**src/rtl/mem_bus_arbiter.sv**
```systemverilog
// Two-master round-robin arbiter for the native mem bus, with per-master completion counters.
// Define ARB_TIMEOUT_EN to force completion of a grant that waits TIMEOUT_CYCLES without s_ready.
module mem_bus_arbiter #(
    parameter int unsigned CNT_W          = 16,
    parameter int unsigned TIMEOUT_CYCLES = 255
) (
    input  logic             clk,
    input  logic             reset_n,

    input  logic             m0_valid,
    output logic             m0_ready,
    input  logic [31:0]      m0_addr,
    input  logic [31:0]      m0_wdata,
    input  logic [3:0]       m0_wstrb,
    output logic [31:0]      m0_rdata,

    input  logic             m1_valid,
    output logic             m1_ready,
    input  logic [31:0]      m1_addr,
    input  logic [31:0]      m1_wdata,
    input  logic [3:0]       m1_wstrb,
    output logic [31:0]      m1_rdata,

    output logic             s_valid,
    input  logic             s_ready,
    output logic [31:0]      s_addr,
    output logic [31:0]      s_wdata,
    output logic [3:0]       s_wstrb,
    input  logic [31:0]      s_rdata,

    output logic [1:0]       grant,
    output logic [CNT_W-1:0] m0_count,
    output logic [CNT_W-1:0] m1_count,
    output logic             timeout_err
);

    localparam logic [31:0] TMO_RDATA = 32'hDEAD_BEEF;

    typedef enum logic [1:0] {StIdle, StGrant0, StGrant1} state_e;

    state_e           state_q, state_d;
    logic             last_grant_q;
    logic [CNT_W-1:0] m0_count_q, m1_count_q;
    logic             tmo_fire;
    logic             g0, g1;

    // State register; last_grant tracks the owner of the most recent grant entry.
    always_ff @(posedge clk or negedge reset_n) begin
        if (!reset_n) begin
            state_q      <= StIdle;
            last_grant_q <= 1'b1;
        end else begin
            state_q <= state_d;
            if (state_d == StGrant0) begin
                last_grant_q <= 1'b0;
            end else if (state_d == StGrant1) begin
                last_grant_q <= 1'b1;
            end
        end
    end

    always_comb begin
        state_d = state_q;
        unique case (state_q)
            StIdle: begin
                if (m0_valid && m1_valid) begin
                    state_d = last_grant_q ? StGrant0 : StGrant1;
                end else if (m0_valid) begin
                    state_d = StGrant0;
                end else if (m1_valid) begin
                    state_d = StGrant1;
                end
            end
            StGrant0, StGrant1: begin
                if (s_ready || tmo_fire) begin
                    state_d = StIdle;
                end
            end
            default: state_d = StIdle;
        endcase
    end

    always_comb begin
        g0          = (state_q == StGrant0);
        g1          = (state_q == StGrant1);
        grant       = {g1, g0};
        s_valid     = (g0 | g1) & ~tmo_fire;
        s_addr      = '0;
        s_wdata     = '0;
        s_wstrb     = '0;
        if (g0) begin
            s_addr  = m0_addr;
            s_wdata = m0_wdata;
            s_wstrb = m0_wstrb;
        end else if (g1) begin
            s_addr  = m1_addr;
            s_wdata = m1_wdata;
            s_wstrb = m1_wstrb;
        end
        m0_ready    = g0 & (s_ready | tmo_fire);
        m1_ready    = g1 & (s_ready | tmo_fire);
        m0_rdata    = g0 ? (tmo_fire ? TMO_RDATA : s_rdata) : 32'h0;
        m1_rdata    = g1 ? (tmo_fire ? TMO_RDATA : s_rdata) : 32'h0;
        timeout_err = tmo_fire;
        m0_count    = m0_count_q;
        m1_count    = m1_count_q;
    end

    // Counters wrap naturally at 2^CNT_W.
    always_ff @(posedge clk or negedge reset_n) begin
        if (!reset_n) begin
            m0_count_q <= '0;
            m1_count_q <= '0;
        end else begin
            if (m0_ready) m0_count_q <= m0_count_q + 1'b1;
            if (m1_ready) m1_count_q <= m1_count_q + 1'b1;
        end
    end

`ifdef ARB_TIMEOUT_EN
    localparam int unsigned TMO_W = $clog2(TIMEOUT_CYCLES + 2);

    logic [TMO_W-1:0] tmo_q;

    // Held at zero while idle, so it starts from zero on every grant entry.
    always_ff @(posedge clk or negedge reset_n) begin
        if (!reset_n) begin
            tmo_q <= '0;
        end else if (state_q == StIdle || s_ready || tmo_fire) begin
            tmo_q <= '0;
        end else begin
            tmo_q <= tmo_q + 1'b1;
        end
    end

    // A real s_ready in the expiry cycle takes precedence over the forced completion.
    assign tmo_fire = (state_q != StIdle) && !s_ready && (tmo_q == TMO_W'(TIMEOUT_CYCLES));
`else
    assign tmo_fire = 1'b0;
`endif

endmodule
```
**config.mk**
```make
export PLATFORM = sky130hd
export DESIGN_NAME = mem_bus_arbiter
export DESIGN_NICKNAME = d
export VERILOG_FILES = /design/src/rtl/mem_bus_arbiter.sv
export SDC_FILE = /design/constraint.sdc
export NUM_CORES = 1
export LEC_CHECK = 0
export ABC_AREA = 1
export ABC_CLOCK_PERIOD_IN_PS = 1350
export BUFFER_PORTS_ARGS = -buffer_cell sky130_fd_sc_hd__buf_2
export CAP_MARGIN = 20
export CORE_AREA = 2 2 134 136
export DETAILED_ROUTE_END_ITERATION = 6
export DIE_AREA = 0 0 136 138
export PLACE_DENSITY_LB_ADDON = 0.2
export SYNTH_ARGS = -nofsm -noshare
export SYNTH_HDL_FRONTEND = slang
export SYNTH_SLANG_ARGS = --single-unit
```
**constraint.sdc**
```tcl
create_clock -name clk -period 1.35 [get_ports clk]
set_input_delay 0.135 -clock clk [delete_from_list [all_inputs] [get_ports clk]]
set_output_delay 0.135 -clock clk [all_outputs]
set_load 0.02 [all_outputs]
```
# After elaboration in Yosys (flattened, before gate mapping)
# Index checks and enable logic that the tools add are counted.
[word_totals]
regBits = 35
wordCells = 33
output_inout_bits = 170
[op_classes]
n_eq_ne = 4
n_addsub = 2
reduce_logical = 4
bitwise = 3
n_mux = 16
[ops]
columns = ["cell", "count"]
rows = [
  ["$mux W32", 6],
  ["$add A16 B1 Y16 const B", 2],
  ["$mux W2", 5],
  ["$mux W4", 2],
  ["$eq A2 B1 Y1 const B", 2],
  ["$eq A2 B2 Y1 const B", 2],
  ["$pmux W2 S2", 1],
  ["$and A1 B1 Y1", 2],
  ["$logic_not A2 Y1", 1],
  ["$mux W1", 2],
  ["$reduce_bool A2 Y1", 1],
  ["$reduce_or A2 Y1", 1],
  ["$logic_and A1 B1 Y1", 1],
  ["$or A1 B1 Y1", 1],
]

# Logic depth before layout (Yosys ltp)
# Gate-level depths: netlist (run 1).
[depth]
word_depth = 7
depth_mapped = 10
ltp_nobuf = 10

# Least setup slack after synthesis (run 1)
# Ideal clock, no wire load.
[synth_timing]
path_kind = "register to output"
start = "register state_q[1]"
end = "output s_addr[11]"
arrival_ps = 1473
stages_incl_launch_ff = 8
path_slack_ps = -258
t_required_ps = 1215
path_buffers = 2
cell_sequence = "dfrtp_1 > inv_1 > ha_1 > inv_2 > buf_2 > buf_1 > nand3_1 > nand2_1"
[synth_between]
word_cells_on_any_way = 4
classes_between = "eq/ne: 2; mux: 2"
[synth_lines]
columns = ["item", "line", "source"]
rows = [
  ["start: declaration", "41", "state_e state_q, state_d;"],
  ["start signal: assignment", "50", "state_q <= StIdle;"],
  ["start signal: assignment", "53", "state_q <= state_d;"],
  ["$eq A2 B1 Y1", "84", "g0 = (state_q == StGrant0);"],
  ["via g0", "45", "logic g0, g1;"],
  ["$mux W32", "91", "if (g0) begin"],
  ["end: declaration", "26", "output logic [31:0] s_addr,"],
]
# The timed path passes the listed nets, and every way through them passes these cells.

# Final worst setup path (run 1)
[layout_timing]
start = "register state_q[0]"
end = "output s_wdata[23]"
[layout_between]
elab_chain_len = 3
word_cells_on_any_way = 4
classes_between = "eq/ne: 2; mux: 2"
[layout_lines]
columns = ["item", "line", "source"]
rows = [
  ["$eq A2 B2 Y1", "85", "g1 = (state_q == StGrant1);"],
  ["$mux W32", "95", "end else if (g1) begin"],
  ["$mux W32 (*)", "91", ""],
  ["end: declaration", "27", "output logic [31:0] s_wdata,"],
]
# Every way passes the cells marked *; elsewhere a longest branch is shown, timed or not.

==> results of run 1 <==
-- path summary, 6_finish.rpt --
path / start / end
hold reg to reg: last_grant_q / last_grant_q
min in group asynchronous: reset_n / m0_count[4]
max in group asynchronous: reset_n / m1_count[1]
setup reg to reg: state_q[0] / last_grant_q
setup / recovery: state_q[0] / s_wdata[23]
hold / removal: m1_valid / state_q[1]
-- Yosys cell counts, drive strengths merged --
master / count
nor3: 5
xor2: 8
dfstp: 1
clkbuf: 12
nand3: 83
nand3b: 3
inv: 89
ha: 7
nand4: 7
o21ai: 3
xnor2: 12
buf: 20
dfrtp: 34
nor2: 22
o211ai: 2
conb: 1
a21oi: 1
nand2: 264
-- layout make-up --
cell class	count	share of cell area [%]
diodes	2	0.06798
clock buffers	6	1.751
clock inverters	2	0.8158
inverters	89	4.691
multi-input cells	418	34.28
flip-flops and latches	35	11.98
well taps	229	3.892
repair buffers	409	42.52
-- cell usage in the layout (no fill, tap or decap), types with 2 or more instances in the layout --
| master | n |
|---|---|
| nor3_4 | 3 |
| clkbuf_16 | 11 |
| nand2_8 | 2 |
| inv_2 | 39 |
| buf_12 | 13 |
| nand3_1 | 56 |
| buf_2 | 227 |
| xor2_1 | 7 |
| nand2_4 | 7 |
| buf_6 | 72 |
| nor2_1 | 16 |
| diode_2 | 2 |
| nand3_4 | 4 |
| nand2_2 | 95 |
| ha_4 | 5 |
| inv_1 | 47 |
| bufinv_16 | 2 |
| o21ai_1 | 2 |
| nor2_4 | 4 |
| dfrtp_2 | 4 |
| nor2_2 | 2 |
| dfrtp_1 | 30 |
| xnor2_1 | 12 |
| buf_4 | 83 |
| ha_1 | 2 |
| o211ai_1 | 2 |
| nand2_1 | 160 |
| nand3_2 | 23 |
| clkbuf_4 | 2 |
| nand4_1 | 7 |
| buf_16 | 4 |
| nand3b_1 | 3 |
| nor3_1 | 2 |
-- logic make-up after synthesis --
| family | Yosys count | share of synthesized area, % |
|---|---|---|
| compound gates | 6 | 1.063 |
| xor+xnor | 20 | 5.315 |
| fa+ha+maj | 7 | 2.657 |
| buf+inv | 121 | 14.73 |
| flops | 35 | 26.61 |
| other cells | 1 | 0.1138 |
| simple gates | 384 | 49.51 |
-- state kept, by name, indices dropped and copies added, names as in the netlist --
| signal | cells |
|---|---|
| m0_count | 16 |
| m1_count | 16 |
| state_q | 2 |
| last_grant_q | 1 |
-- metrics by stage --
| step | instances | worst slack (ns) | util (%) | setup TNS, ns |
|---|---|---|---|---|
| after floorplan | 574 | -0.07464 | - | -2.682 |
| after global placement | 1149 | -0.1894 | 33.12 | -9.316 |
| after detailed placement | 1149 | -0.2068 | 33.12 | -10.28 |
| after CTS | 1177 | -0.4333 | 37.86 | -55.52 |
| after global routing | 1189 | -0.4848 | 41.97 | -68.14 |
| final | 1190 | -0.4186 | 41.99 | -55.03 |
-- metal layers --
layer | up-vias | wire length, µm
li1 | 2502 | -
met1 | 2278 | 7647
met2 | 196 | 9238
met3 | 26 | 1284
met4 | 2 | 423
met5 | - | 13
-- tightest hold or removal path, delay by kind of cell --
kind	cells	cell delay [ns]
buffers and inverters	2	0.16
and+or+nand+nor	2	0.14
AOI/OAI and AO/OA	1	0.11
-- report_power, final --
group,leakage [µW],internal (µW),switching (µW)
combinational,0.00377,5300,6280
sequential,0.000452,1230,161
clock,0.0000911,1060,447
-- timing repair --
item,in CTS,in global routing
resized for setup,118,172
hold buffers,1,0
pin swaps,10,26
endpoints found under the hold margin,34,0
buffers inserted,14,8
endpoints found under the setup margin,160,171
cloned,6,6
==> metrics.txt, run 1 <==
Worst Path Class, Setup=flip-flop to output port; routability cong.=between 0.8 and 0.9; Synth Instances=about 570; synthesized area per cell=between 5 and 6 µm²; Worst Hold Depth=5; post-synth top area share=29.61%; critical path depth=7; Synth warnings=0; synth top area cells=nand2_1 (30%), dfrtp_1 (26%), nand3_1 (13%); via count=between 5,000 and 6,000; Initial Util=18.80%; setup repair after global routing missed its margin=true; Hold WC Path Type=input pin to flip-flop; DR vias/cell=roughly 4.2; Setup Skew=between 0.003 and 0.004 ns; routing usage on met1=a little over a fifth; Period minus WS final=~1.8 ns; fin nets=1,138; delay-heaviest family, CP=buffers and inverters; dpl hpwl=around 13 mm; CTS sink count=35; vias in the first global route=around 4,700; syn_nets=754; met2 usage=30.76%; area of the multi-input gates=around 2500 µm²; max incr delay on CP=roughly 0.44 ns; most used routing layer=met2; post-synthesis instance area=between 3000 and 4000 µm²; clock-pin slew on the worst setup and hold paths=roughly 0.050 ns; worst-case reg-to-reg path depth=10; Rows=roughly 50; max cap viols=0; total track usage=between 15 and 20%; CTS Buf Count=5; area delta synth->final=123.4%; Reg area=between 800 and 900 µm²; final hold vios=0; Slew Limit Fails=0; placed cell areas=approximately 5800 µm²; worst-path maximum fanout=7; run status=finished, violations left; Yosys reg bits=35; Hold WS=0.3092 ns; most used cell, CP=buf_12; PnR worst setup slack=-0.4186 ns; area leader, netlist=nand2_1; final worst path period share=131.0%; first-pass GRT wire length=between 20 and 30 mm; FILL cells=1,827; design area=7362 µm²; CTS root buffer=clkbuf_16; core area=17,530 µm²; die height=about 140 µm; largest net degree at the start of global routing=39; I/O pin cnt=around 340; detailed router's first-iteration violation count=between 150 and 200; CP Capture Type=output port; post-layout power=roughly 14,000 µW; number of nets still failing antenna checks after routing=0; H-tree depth=2; chip width=~140 µm; layout cells sized above 1=between 60% and 70%; IO Port Bufs=roughly 340; GR Util met3=under 10%; crit start category=flip-flop; Netlist cell types=27; worst skew pair latency=approximately 0.28 ns; Pwr Density=1966 nW/µm²; crit path max-delay cell type=dfrtp_2; DRC=0; cell breakdown of the critical path=inv_2, ha_4, buf_12, buf_12, nand3_2, nand2_2, buf_6; Buf/Inv on CP=4; final setup vio count=172; Routed WL=18.61 mm; grt ovf=0; Max Fclk=565.4 MHz; CP required=~1.2 ns; Die Footprint=around 19,000 µm²; CTS tree=done; DR pass1 iterations=6; sequential area share after synthesis=around a quarter; reg-to-reg setup timing slack=-0.41 ns; Max Root-Sink Buffers=2; initial antenna violation count=3; Peak VDD IR=roughly 1.1 mV; Avg WL per Cell=between 15 and 20 µm; crit path DAT=about 1.6 ns; Leakage=~0.0043 µW; failing checks=negative setup slack
(Power assumes the default switching activity.)
==> run 2: changes to the inputs <==
Settings changed: SKIP_LAST_GASP set to 1.
==> metrics.txt, run 2 (same netlist as run 1, synthesis figures left out) <==
final hold vios=0; worst skew pair latency=between 0.2 and 0.3 ns; failing checks=negative setup slack; worst-case reg-to-reg path depth=10; CTS root buffer=clkbuf_16; Pwr Density=roughly 1900 nW/µm²; reg-to-reg setup timing slack=-0.43 ns; Worst Path Class, Setup=flip-flop to flip-flop; run status=finished, violations left; Worst Hold Depth=5; DR pass1 iterations=5; delay-heaviest family, CP=adder cells; most frequent cells in the layout=buf_2 (259), nand2_1 (157), nand2_2 (84), buf_4 (78), nand3_1 (54); max cap viols=0; CTS sink count=35; clock-pin slew on the worst setup and hold paths=roughly 0.060 ns; die height=approximately 140 µm; IO Port Bufs=341; setup repair after global routing missed its margin=true; most common cell after layout, fill and taps aside=buf_2; CTS Buf Count=5; Setup Skew=between 0.003 and 0.004 ns; CTS tree=done; worst-path maximum fanout=3; dpl cells=about 1,100; layout cells sized above 1=65.31%; Hold WS=0.3096 ns; Hold EP=state_q[1]; CP Capture Type=flip-flop; Setup TNS=-54.66 ns; Finished Layout Cells=around 1,200; Buf/Inv on CP=4; reg2reg end=last_grant_q; H-tree depth=2; chip width=approximately 140 µm; final setup vio count=approximately 170; dpl hpwl=13.31 mm; grt ovf=0; post-layout power=between 10,000 and 15,000 µW; first-pass GRT wire length=25.93 mm; Slew Limit Fails=0; crit path DAT=roughly 2.0 ns; Die Footprint=18,770 µm²; Critical R2R Launch=state_q[0]; via count=approximately 5,000; DRC=0; vias in the first global route=between 4,000 and 5,000; Initial Util=18.80%; Max Fclk=about 560 MHz; total track usage=around 17%; Rows=49; core area=between 15,000 and 20,000 µm²; Avg WL per Cell=about 15 µm; design area=around 7300 µm²; largest net degree at the start of global routing=39; Peak VDD IR=1.071 mV; DR vias/cell=roughly 4.2; FILL cells=1,831; I/O pin cnt=343; crit start category=flip-flop; Routed WL=18.35 mm; CP required=between 1.5 and 2 ns; Leakage=approximately 0.0044 µW; initial antenna violation count=3; PnR worst setup slack=-0.4319 ns; Max Root-Sink Buffers=2; fin nets=about 1,100; routability cong.=about 0.88; max incr delay on CP=about 0.41 ns; cell breakdown of the critical path=inv_2, buf_4, buf_4, buf_6, ha_4, nand3_4, a21oi_4, ha_4, nand2_2, o21ai_2; Hold WC Path Type=input pin to flip-flop; crit path max-delay cell type=dfrtp_2; number of nets still failing antenna checks after routing=0; area delta synth->final=122.2%; detailed router's first-iteration violation count=between 150 and 200; placed cell areas=around 5800 µm²; final worst path period share=132.0%; Period minus WS final=about 1.8 ns; hold wc startpoint=m1_valid
run 2: where the power goes:
group | switching (µW) | internal, µW
clock | 448 | 1060
combinational | 6260 | 5100
sequential | 162 | 1230
run 2: through the flow:
stage | utilization (%) | setup WS [ns]
floorplan | - | -0.07464
global placement | 33.12 | -0.1894
detailed placement | 33.12 | -0.2068
CTS | 37.31 | -0.4333
global route | 41.74 | -0.5141
finish | 41.76 | -0.4319
run 2: what timing repair did:
item / in CTS / in global routing
hold endpoints to repair: 34 / 0
cloned: 6 / 8
setup buffers: 14 / 4
resized for setup: 83 / 171
pin swaps: 10 / 17
hold buffers: 1 / 0
setup endpoints to repair: 160 / 171
run 2: per-layer routing:
layer,global-route usage (%),vias to the layer above,wire length [µm]
met1,21.51,2294,7644
met2,30.57,172,8996
met4,5.099,2,459
met3,3.520,26,1232
li1,-,2508,-
met5,0,-,13
run 2: how the worst max path moves through the flow:
stage	from	to	slack, ns	depth (start not counted)
6_report	state_q[0]	last_grant_q	-0.43	10
5_1_grt	state_q[0]	last_grant_q	-0.51	11
4_1_cts	state_q[0]	s_wdata[13]	-0.43	6
3_5_place_dp	state_q[0]	last_grant_q	-0.21	7
3_3_place_gp	state_q[0]	last_grant_q	-0.19	8
2_1_floorplan	state_q[0]	last_grant_q	-0.07	7
run 2: layout make-up:
type / instances / area, µm² / share of cell area (%)
antenna: 2 / 5.005 / 0.06835
clock buffer: 6 / 128.9 / 1.760
clock inverter: 2 / 60.06 / 0.8202
inverter: 89 / 350.3 / 4.785
multi-input combinational: 418 / 2604 / 35.56
sequential: 35 / 882.1 / 12.05
tap: 229 / 286.5 / 3.913
timing repair buffer: 410 / 3005 / 41.05
run 2: tightest hold or removal path, stage by stage:
cell and delay [ns]:
buf_2 0.11, o211ai_1 0.12, nand2_2 0.07, nand2_2 0.07, inv_1 0.05
